--- src/rtl/uart_rx_os.sv ---
// uart_rx_os: 16x oversampling UART receiver (8N1, LSB first, idle-high line).
//
// Each bit is sampled at oversample ticks 7, 8 and 9 of its bit period, and the
// majority of the three samples is the bit value. A start bit that votes high is
// treated as a glitch. A stop bit that votes low raises frame_err, and the
// receiver then waits for the line to return high before looking for a new start.
// Received bytes go into a valid/ready holding register. If that register is
// still full when the next byte completes, the new byte is dropped and overrun
// pulses.
//
// Ports:
//   clk       in   system clock, rising edge
//   reset     in   synchronous active-low reset
//   rx        in   asynchronous serial line
//   data      out  [7:0] received byte, stable while valid
//   valid     out  holding register full
//   ready     in   consumer takes data when valid && ready
//   frame_err out  one-cycle pulse, stop bit sampled low
//   overrun   out  one-cycle pulse, byte dropped because holding register full
//   busy      out  receiver FSM not idle
//
// state | meaning
// IDLE  | waiting for a high->low edge on the synchronized line
// START | start bit: confirm low at mid-bit, else false start
// DATA  | 8 data bits, LSB first
// STOP  | stop bit: high completes the byte, low is a framing error
// BRK   | line held low after a framing error; wait for it to go high
module uart_rx_os #(
  parameter int CLK_FREQ   = 50000000,
  parameter int BAUD       = 115200,
  parameter int OVERSAMPLE = 16
) (
  input  logic       clk,
  input  logic       reset,
  input  logic       rx,
  output logic [7:0] data,
  output logic       valid,
  input  logic       ready,
  output logic       frame_err,
  output logic       overrun,
  output logic       busy
);

  localparam int DIV   = CLK_FREQ / (BAUD * OVERSAMPLE);
  localparam int DIV_W = (DIV > 1) ? $clog2(DIV) : 1;
  localparam logic [DIV_W-1:0] DIV_LAST = DIV_W'(DIV - 1);

  typedef enum logic [2:0] {
    IDLE  = 3'd0,
    START = 3'd1,
    DATA  = 3'd2,
    STOP  = 3'd3,
    BRK   = 3'd4
  } state_t;

  state_t           state_q, state_d;
  logic             rx_meta_q, rx_s_q, prev_q;
  logic [DIV_W-1:0] div_q;
  logic [3:0]       s_q;
  logic [2:0]       bit_idx_q;
  logic [1:0]       vote_q;
  logic [7:0]       shift_q;
  logic [7:0]       data_q;
  logic             valid_q;
  logic             frame_err_q;
  logic             overrun_q;

  logic tick, samp9, end_bit, maj, byte_done, ferr_d;

  always_comb begin
    tick    = (state_q != IDLE) && (div_q == DIV_LAST);
    samp9   = tick && (s_q == 4'd9);
    end_bit = tick && (s_q == 4'd15);
    // Samples from ticks 7 and 8 are already stored; the third is the live line.
    maj       = (vote_q[0] & vote_q[1]) | (vote_q[0] & rx_s_q) | (vote_q[1] & rx_s_q);
    byte_done = (state_q == STOP) && samp9 && maj;
    ferr_d    = (state_q == STOP) && samp9 && !maj;

    state_d = state_q;
    case (state_q)
      IDLE:    if (prev_q && !rx_s_q) state_d = START;
      START: begin
        if (samp9 && maj)  state_d = IDLE;
        else if (end_bit)  state_d = DATA;
      end
      DATA:    if (end_bit && (bit_idx_q == 3'd7)) state_d = STOP;
      STOP:    if (samp9) state_d = maj ? IDLE : BRK;
      BRK:     if (rx_s_q) state_d = IDLE;
      default: state_d = IDLE;
    endcase
  end

  always_ff @(posedge clk) begin
    if (!reset) begin
      state_q <= IDLE;
    end else begin
      state_q <= state_d;
    end
  end

  always_ff @(posedge clk) begin
    if (!reset) begin
      rx_meta_q   <= 1'b0;
      rx_s_q      <= 1'b0;
      prev_q      <= 1'b0;
      div_q       <= '0;
      s_q         <= 4'd0;
      bit_idx_q   <= 3'd0;
      vote_q      <= 2'b00;
      shift_q     <= 8'h00;
      data_q      <= 8'h00;
      valid_q     <= 1'b0;
      frame_err_q <= 1'b0;
      overrun_q   <= 1'b0;
    end else begin
      rx_meta_q <= rx;
      rx_s_q    <= rx_meta_q;
      prev_q    <= rx_s_q;

      // In IDLE the counters are held at zero, so a start edge begins a bit
      // period cleanly aligned to the edge.
      if (state_q == IDLE) begin
        div_q <= '0;
        s_q   <= 4'd0;
      end else if (tick) begin
        div_q <= '0;
        s_q   <= s_q + 4'd1;
      end else begin
        div_q <= div_q + DIV_W'(1);
      end

      if (tick && (s_q == 4'd7)) vote_q[0] <= rx_s_q;
      if (tick && (s_q == 4'd8)) vote_q[1] <= rx_s_q;

      if (state_q == START) begin
        bit_idx_q <= 3'd0;
      end else if ((state_q == DATA) && end_bit) begin
        bit_idx_q <= bit_idx_q + 3'd1;
      end

      if ((state_q == DATA) && samp9) shift_q[bit_idx_q] <= maj;

      // A consume in the completion cycle frees the register for the new byte.
      if (byte_done) begin
        if (!valid_q || ready) begin
          data_q  <= shift_q;
          valid_q <= 1'b1;
        end
      end else if (valid_q && ready) begin
        valid_q <= 1'b0;
      end

      frame_err_q <= ferr_d;
      overrun_q   <= byte_done && valid_q && !ready;
    end
  end

  assign data      = data_q;
  assign valid     = valid_q;
  assign frame_err = frame_err_q;
  assign overrun   = overrun_q;
  assign busy      = (state_q != IDLE);

endmodule

--- config.mk ---
export PLATFORM = sky130hd
export DESIGN_NAME = uart_rx_os
export DESIGN_NICKNAME = d
export VERILOG_FILES = /design/src/rtl/uart_rx_os.sv
export SDC_FILE = /design/constraint.sdc
export NUM_CORES = 1
export LEC_CHECK = 0
export ABC_AREA = 1
export CORE_ASPECT_RATIO = 0.9
export CORE_MARGIN = 4
export CORE_UTILIZATION = 51
export DETAILED_ROUTE_END_ITERATION = 10
export PLACE_DENSITY = 0.75
export SETUP_SLACK_MARGIN = 0.3
export SLEW_MARGIN = 25
export SYNTH_ARGS = -nofsm -noshare
export SYNTH_HDL_FRONTEND = slang
export SYNTH_SLANG_ARGS = --single-unit
--- constraint.sdc ---
create_clock -name clk -period 1.6 [get_ports clk]
set_clock_uncertainty 0.2 [all_clocks]
set_input_delay 0.16 -clock clk [delete_from_list [all_inputs] [get_ports clk]]
set_output_delay 0.16 -clock clk [all_outputs]
set_load 0.01 [all_outputs]
; ---- Word-level counts from Yosys, hierarchy flattened
; Index checks and enable logic that the tools add are counted.
[classes]
addsub = 3
n_mul = 0
div = 0
magnitude_cmp = 2
n_eq_ne = 16
n_shift = 0
n_mux = 14
n_bitwise = 6
reduce_logical = 31
[op_table]
columns = op, count
row1 = $mux 3, 7
row2 = $logic_and 1x1->1, 17
row3 = $pmux 3 s5, 1
row4 = $eq 4x4->1 const B, 3
row5 = $bwmux 8, 1
row6 = $ne 2x2->1 const B, 4
row7 = $eq 3x2->1 const B, 2
row8 = $eq 3x3->1 const B, 2
row9 = $add 5x1->5 const B, 1
row10 = $eq 5x5->1 const B, 1
row11 = $reduce_and 5->1, 1
row12 = $add 4x1->4 const B, 1
row13 = $eq 4x3->1 const B, 1
row14 = $logic_not 1->1, 4
row15 = $lt 3x4->1 const B, 1
row16 = $mux 1, 4
row17 = $reduce_and 2->1, 2
row18 = $reduce_or 2->1, 2
row19 = $add 3x1->3 const B, 1
row20 = $and 1x1->1, 3
row21 = $demux 1 s3, 1
row22 = $eq 3x1->1 const B, 1
row23 = $ge 3x1->1 const B, 1
row24 = $logic_not 3->1, 1
row25 = 8 further kinds, 9
[word_totals]
regBits = 39
latch_bits = 0
mem_bits_rw = 0
mem_bits_ro = 0
inputBits = 4
wordCells = 86
mem_count = 0

; ---- Logic depth before layout (Yosys ltp)
; Gate-level depths: netlist (run 1).
[logic_depth]
ltp_word = 7
mapped_depth = 12
ltp_nobuf = 12

; ---- Worst setup path before layout (run 1)
; OpenSTA, ideal clock, no wires.
[synth_timing]
path_kind = register to register
start = register div_q[0]
end = register data_q[7], in the netlist data[7]
t_arrival_ns = 1.347
required_ns = 1.283
path_slack_ns = -0.063
stages_incl_launch_ff = 11
n_path_buf = 1
cell_sequence = dfxtp_1 > inv_1 > ha_1 > nand2_1 > nor2_4 > nand3_4 > nor2_4 > nand3_4 > buf_6 > o21ai_1 > a21oi_1
[synth_between]
elab_chain_cells = 6
[synth_lines]
columns = element, line_no
row1 = from (decl), 58  ; logic [DIV_W-1:0] div_q;
row2 = from (signal assigned), 129  ; div_q <= div_q + DIV_W'(1);
row3 = $eq 5x5->1, 71  ; tick = (state_q != IDLE) && (div_q == DIV_LAST);
row4 = $logic_and 1x1->1, 71
row5 = $logic_and 1x1->1, 72  ; samp9 = tick && (s_q == 4'd9);
row6 = $logic_and 1x1->1 (2 in a row), 76  ; byte_done = (state_q == STOP) && samp9 && maj;
row7 = $reduce_and 2->1 (no line), n/a
row8 = to (signal assigned), 146  ; data_q <= shift_q;
row9 = to (decl), 63  ; logic [7:0] data_q;
; Every way passes these cells.
; A chain may end at the register's enable or synchronous reset.

; ---- Worst setup path after layout (run 1)
[layout_timing]
start = register div_q[0]
end = register state_q[2]
[layout_between]
elab_chain_cells = 6
elab_cells_between_ends = 12
cone_classes = eq/ne (4) / mux (2) / reduce/logical (6)
[layout_lines]
columns = element, line_no
row1 = $eq 5x5->1 (*), 71
row2 = $logic_and 1x1->1 (*), 71
row3 = $logic_and 1x1->1 (on tied branches), "72, 73"
row4 = $logic_and 1x1->1 (on tied branches), "83, 86"
row5 = $ne 3x3->1 (no line) (tied with other cells), n/a
row6 = $reduce_and 5->1 (no line) or $pmux 3 s5 (tied branches), n/a
row7 = to (signal assigned), 97  ; state_q <= state_d;
row8 = to (decl), 56  ; state_t state_q, state_d;
; Mark *: on every way between the ends. The rest lies on a longest branch, timed or not.

==> impl_metrics.env, run 1 <==
export IMPL_outcome="finished with violations"
export IMPL_violations="negative setup slack"
export IMPL_io_buffer_count=15
export IMPL_clock_sinks=39
export IMPL_critPathLaunchType="flip-flop"
export IMPL_netlist_top_cells_area="dfxtp_1 43%, inv_1 6.8%, nand2_1 6.8%"
export IMPL_place_ws_ns=-0.113
export IMPL_syn_num_nets=244
export IMPL_synth_adder_area_share_pct=4.84
export IMPL_hold_slack_ns=0.193
export IMPL_synth_compound_area_share_pct=13.7
export IMPL_synth_warnings=0
export IMPL_cts_buffers=5
export IMPL_design_final_nets=305
export IMPL_tightest_slew_ns=0.303
export IMPL_drt_wl_total_mm=4.94
export IMPL_wire_per_inst_um=14.6
export IMPL_die_y_um=64.5
export IMPL_area_growth_pct=48.7
export IMPL_syn_inst=233
export IMPL_grt_max_degree=23
export IMPL_initial_utilization_pct=53.2
export IMPL_hold_viol=0
export IMPL_grtUsageTotal_pct=19.8
export IMPL_slew_violations=0
export IMPL_slew_headroom_pct=79.8
export IMPL_final_cell_mix="33 x buf_4, 32 x dfxtp_1, 28 x inv_1, 25 x nand2_1"
export IMPL_muxShareOfSynthArea_pct=0
export IMPL_synth_top_area_share_pct=43.2
export IMPL_cp_arrival_ns=1.80
export IMPL_cp_buffers_inverters=4
export IMPL_mostFrequentLayoutCell="buf_4"
export IMPL_placed_area_um2=2270
export IMPL_tritoncts="done"
export IMPL_slowest_delay_ns=0.33
export IMPL_hp_class="in -> reg"
export IMPL_antenna_found_initial=0
export IMPL_dieWidth_um=70.8
export IMPL_crit_path_end_kind="flip-flop"
export IMPL_clk_pin_slew_ns=0.08
export IMPL_crit_fanout=5
export IMPL_peakVddDrop_mv=0.621
export IMPL_fin_crit_ns=1.81
export IMPL_dr_pass1_iters=4
export IMPL_max_freq_mhz=553
export IMPL_worstPathCellList="inv_2 -> ha_4 -> nand2_4 -> nor2_4 -> buf_4 -> buf_6 -> nand2_8 -> inv_8 -> nand3_4 -> nand3_4 -> nand3_1 -> nand2_1 -> nor2_1"
export IMPL_report_final_setup_viol=28
export IMPL_synth_top_family_by_area="simple AND/OR/NAND/NOR gates"
export IMPL_grt_ovfl_total=0
export IMPL_fp_coreArea_um2=3400
export IMPL_layout_drive_gt1_share_pct=43.1
export IMPL_gp_congestion=0.891
export IMPL_via_count=1801
export IMPL_cts_hold_buf=0
export IMPL_synth_ff_latch_count=39
export IMPL_required_ns=1.59
export IMPL_clock_latency_ns=0.29
export IMPL_cpMaxStageDelayCell="dfxtp_2"
export IMPL_routed_via_density=5.31
export IMPL_fin_crit_sh_pct=113
export IMPL_synth_top_area_cell="dfxtp_1"
export IMPL_dp_hpwl_mm=2.69
export IMPL_drt_initial_drc_count=99
export IMPL_crit_top_cell="nand3_4"
export IMPL_h_tree_depth=2
export IMPL_grt_pass1_vias=1650
export IMPL_clockRootBuffer="clkbuf_8"
export IMPL_setup_ws_ns=-0.210
export IMPL_grt_pass1_wl_mm=7.33
export IMPL_clock_path_buffers=2
export IMPL_synth_seq_area_share_pct=43.2
export IMPL_synth_area_per_cell_um2=7.76
export IMPL_io_pins=16
export IMPL_synth_simple_gate_area_share_pct=28.6
export IMPL_powerDensity_nw_per_um2=1110
export IMPL_max_cap_violations=0
export IMPL_cellLeakagePower_nw=1.13
export IMPL_synthDistinctLibCells=26
export IMPL_die_area_um2=4570
export IMPL_cp_top_family="simple AND/OR/NAND/NOR gates"
export IMPL_rows=20
export IMPL_syn_cell_area_um2=1810
export IMPL_drc=0
export IMPL_ant_nets=0
export IMPL_stdcell_area_um2=2690
export IMPL_synth_xor_area_share_pct=0.968
export IMPL_rsz0062_at_grt="yes"
export IMPL_critical_path_class="reg -> reg"
export IMPL_antenna_cells=0
## final timing paths
check	end	startpoint	slack, ns	depth (start not counted)
setup / recovery	state_q[2]	div_q[0]	-0.21	13
hold / removal	rx_meta_q	rx	0.19	3
setup reg to reg	state_q[2]	div_q[0]	-0.21	13
hold reg to reg	rx_s_q	rx_meta_q	0.22	2
## where the power goes
part / internal, mW / total [mW] / switching [mW]
Sequential: 1.04 / 1.09 / 0.0499
Clock: 0.305 / 0.654 / 0.349
Combinational: 0.530 / 1.26 / 0.725
## metal layers
layer,share of wire [%],wire (um),track usage [%],up-vias
li1,-,-,-,883
met1,43,2140,25.3,855
met2,50,2460,32.3,50
met3,4.6,227,5.58,13
met4,2.3,114,6.34,0
met5,0,0,0,-
## cells by family after synthesis
| kind of cell | count (synthesis) |
|---|---|
| buf+inv | 40 |
| flops | 39 |
| compound gates | 46 |
| fa+ha+maj | 7 |
| xor+xnor | 2 |
| simple gates | 99 |
## final cells by class
cell class | count | area [um^2]
clock inverters | 2 | 12.5
repair buffers | 56 | 479
inverters | 37 | 149
fillers | 233 | 713
multi-input cells | 155 | 1130
flip-flops and latches | 39 | 792
well taps | 44 | 55.1
clock buffers | 6 | 72.6
## repair_timing
item,in CTS,in global routing
cloned,1,0
buffers inserted,7,7
pin swaps,13,14
gates resized for setup,59,43
endpoints found under the setup margin,48,40
## synth_stat cells, drive strengths merged
| master | instances |
|---|---|
| dfxtp | 39 |
| inv | 37 |
| nand2 | 37 |
| nor2 | 32 |
| o21ai | 25 |
| a21oi | 20 |
| nor3 | 14 |
| nand3 | 10 |
| ha | 7 |
| nand4 | 4 |
| clkbuf | 2 |
| xor2 | 2 |
| and3b | 1 |
| buf | 1 |
| o211ai | 1 |
| or2 | 1 |
## metrics by stage
stage	total power, mW	instances	utilization, %	setup TNS, ns
after detailed placement	1.89	316	66.7	-1.13
final	3.00	339	79.0	-3.51
after CTS	2.72	332	73.7	-0.716
after global placement	1.87	316	66.7	-0.662
after floorplan	1.64	233	-	-0.0261
after global routing	3.13	339	79.0	-6.36
## sequential cells by signal (all words and copies together), names as in the netlist
signal and count:
s_q 4, data 8, valid 1, shift_q 8, rx_s_q 1, overrun 1, state_q 3, rx_meta_q 1
vote_q 2, prev_q 1, frame_err 1, bit_idx_q 3, div_q 5
## worst register-to-register path: stages, from the launching register on
cell and delay [ns]:
dfxtp_2 0.33, inv_2 0.06, ha_4 0.14, nand2_4 0.05, nor2_4 0.12, buf_4 0.14
buf_6 0.11, nand2_8 0.06, inv_8 0.08, nand3_4 0.09, nand3_4 0.12, nand3_1 0.10
nand2_1 0.08, nor2_1 0.05
(Power assumes the default switching activity.)
==> run 2, diff against run 1 <==
Settings changed: CORE_ASPECT_RATIO 0.9 to not set.
==> run 2 against run 1 <==
  * The run still ends with negative setup slack left
  * Combinational power shrank 13%
  * Via count shrank 4.3%
  * Non-clock buffer count grew 2
  * Sequential power is essentially flat
  * Clock power grew 3.8%
  * Die area is essentially flat
  * Utilization shrank 2.2 points
  * Cell area shrank 3.2%
  * Critical endpoint is now data[4]
  * Largest cell class unchanged
==> impl_metrics.env, run 2 (synthesis gave the netlist of run 1 again) <==
export IMPL_hold_slack_ns=0.118
export IMPL_grt_pass1_vias=1668
export IMPL_tritoncts="done"
export IMPL_final_cell_mix="34 x buf_4, 29 x inv_1, 27 x nand2_1, 24 x dfxtp_1, 23 x nor2_1"
export IMPL_tns_ns=-1.94
export IMPL_peakVddDrop_mv=0.972
export IMPL_drt_wl_total_mm=4.17
export IMPL_cellInternalPower_mw=1.88
export IMPL_power_share_clock_pct=23.7
export IMPL_multi_input_area_um2=1060
export IMPL_hold_viol=0
export IMPL_wire_per_inst_um=12.1
export IMPL_drc=0
export IMPL_fin_crit_ns=1.74
export IMPL_hold_path_depth=3
export IMPL_routed_via_density=5.03
export IMPL_max_freq_mhz=575
export IMPL_die_y_um=67.6
export IMPL_dp_hpwl_mm=2.60
export IMPL_antenna_cells=0
export IMPL_io_pins=16
export IMPL_fillers=234
export IMPL_dp_cells=320
export IMPL_violations="negative setup slack"
export IMPL_crit_fanout=6
export IMPL_rows=21
export IMPL_slew_violations=0
export IMPL_via_count=1724
export IMPL_h_tree_depth=2
export IMPL_clk_pin_slew_ns=0.12
export IMPL_grtUsageTotal_pct=19.8
export IMPL_cts_buffers=5
export IMPL_grt_pass1_wl_mm=6.87
export IMPL_clock_path_buffers=2
export IMPL_area_growth_pct=43.9
export IMPL_reg2regPathDepth=9
export IMPL_swShare_pct=34.4
export IMPL_initial_utilization_pct=53.4
export IMPL_clock_latency_ns=0.37
export IMPL_grt_ovfl_total=0
export IMPL_fin_crit_sh_pct=109
export IMPL_gp_congestion=0.882
export IMPL_report_final_setup_viol=26
export IMPL_fp_coreArea_um2=3390
export IMPL_layout_drive_gt1_share_pct=46.1
export IMPL_dr_pass1_iters=4
export IMPL_rsz0062_at_grt="yes"
export IMPL_stdcell_area_um2=2600
export IMPL_hp_class="in -> reg"
export IMPL_clock_sinks=39
export IMPL_seqCellArea_um2=802
export IMPL_drt_initial_drc_count=126
export IMPL_placed_area_um2=2290
export IMPL_cellLeakagePower_nw=1.12
export IMPL_io_buffer_count=15
export IMPL_powerDensity_nw_per_um2=1100
export IMPL_ant_nets=0
export IMPL_seqPwrFrac_pct=37.9
export IMPL_design_final_nets=307
export IMPL_outcome="finished with violations"
export IMPL_max_cap_violations=0
export IMPL_required_ns=1.70
export IMPL_die_area_um2=4560
export IMPL_critical_path_class="reg -> reg"
export IMPL_tightest_slew_ns=0.287
export IMPL_setup_ws_ns=-0.139
export IMPL_slew_headroom_pct=80.9
export IMPL_cp_arrival_ns=1.84
export IMPL_crit_path_end_kind="flip-flop"
export IMPL_finalPower_mw=2.87
export IMPL_critPathLaunchType="flip-flop"
export IMPL_cts_hold_buf=0
export IMPL_comb_power_share_pct=38.4
export IMPL_p_switching_mw=0.988
export IMPL_antenna_found_initial=0
export IMPL_dieWidth_um=67.6
export IMPL_place_ws_ns=-0.0874
export IMPL_grt_max_degree=23
export IMPL_fin_cells=343
export IMPL_utilization_pct=76.8
export IMPL_clockRootBuffer="clkbuf_4"
export IMPL_mostFrequentLayoutCell="buf_4"
run 2: power by group through the flow:
stage	clock [mW]	sequential [mW]	combinational (mW)
4_1_cts	0.691	1.08	0.983
3_3_place_gp	0	1.09	0.796
5_1_grt	0.722	1.09	1.20
2_1_floorplan	0	1.11	0.522
3_5_place_dp	0	1.10	0.807
6_report	0.679	1.09	1.10
run 2: layout make-up:
class | instances | share of cell area, %
tap | 46 | 2.21
timing repair buffer | 58 | 17.6
sequential | 39 | 30.8
clock buffer | 5 | 1.44
clock inverter | 3 | 1.68
multi-input combinational | 155 | 40.9
inverter | 37 | 5.33
run 2: path summary, 6_finish.rpt:
path,startpoint,to,slack [ns]
setup / recovery,div_q[0],data[4],-0.14
hold / removal,rx,rx_meta_q,0.12
setup reg to reg,div_q[0],data[4],-0.14
hold reg to reg,rx_meta_q,rx_s_q,0.24
run 2: metal layers:
metal | global-route usage (%) | wire, um | part of all wire (%)
met5 | 0 | 0 | 0
met3 | 4.33 | 185 | 4.4
met1 | 23.4 | 1880 | 45
met4 | 9.87 | 63 | 1.5
met2 | 33.7 | 2040 | 49
run 2: critical path, cell delays in order, from the launching register on:
cell	delay, ns
dfxtp_2	0.34
inv_2	0.06
ha_4	0.14
nand2_4	0.05
nor2_4	0.15
nand3_4	0.13
nor2_4	0.20
nand3_4	0.15
buf_6	0.15
a21oi_1	0.12
run 2: what timing repair did:
action / in CTS / in global routing
gates cloned: 1 / 0
setup endpoints to repair: 48 / 45
pin swaps: 14 / 19
gates resized for setup: 88 / 28
setup buffers: 8 / 6
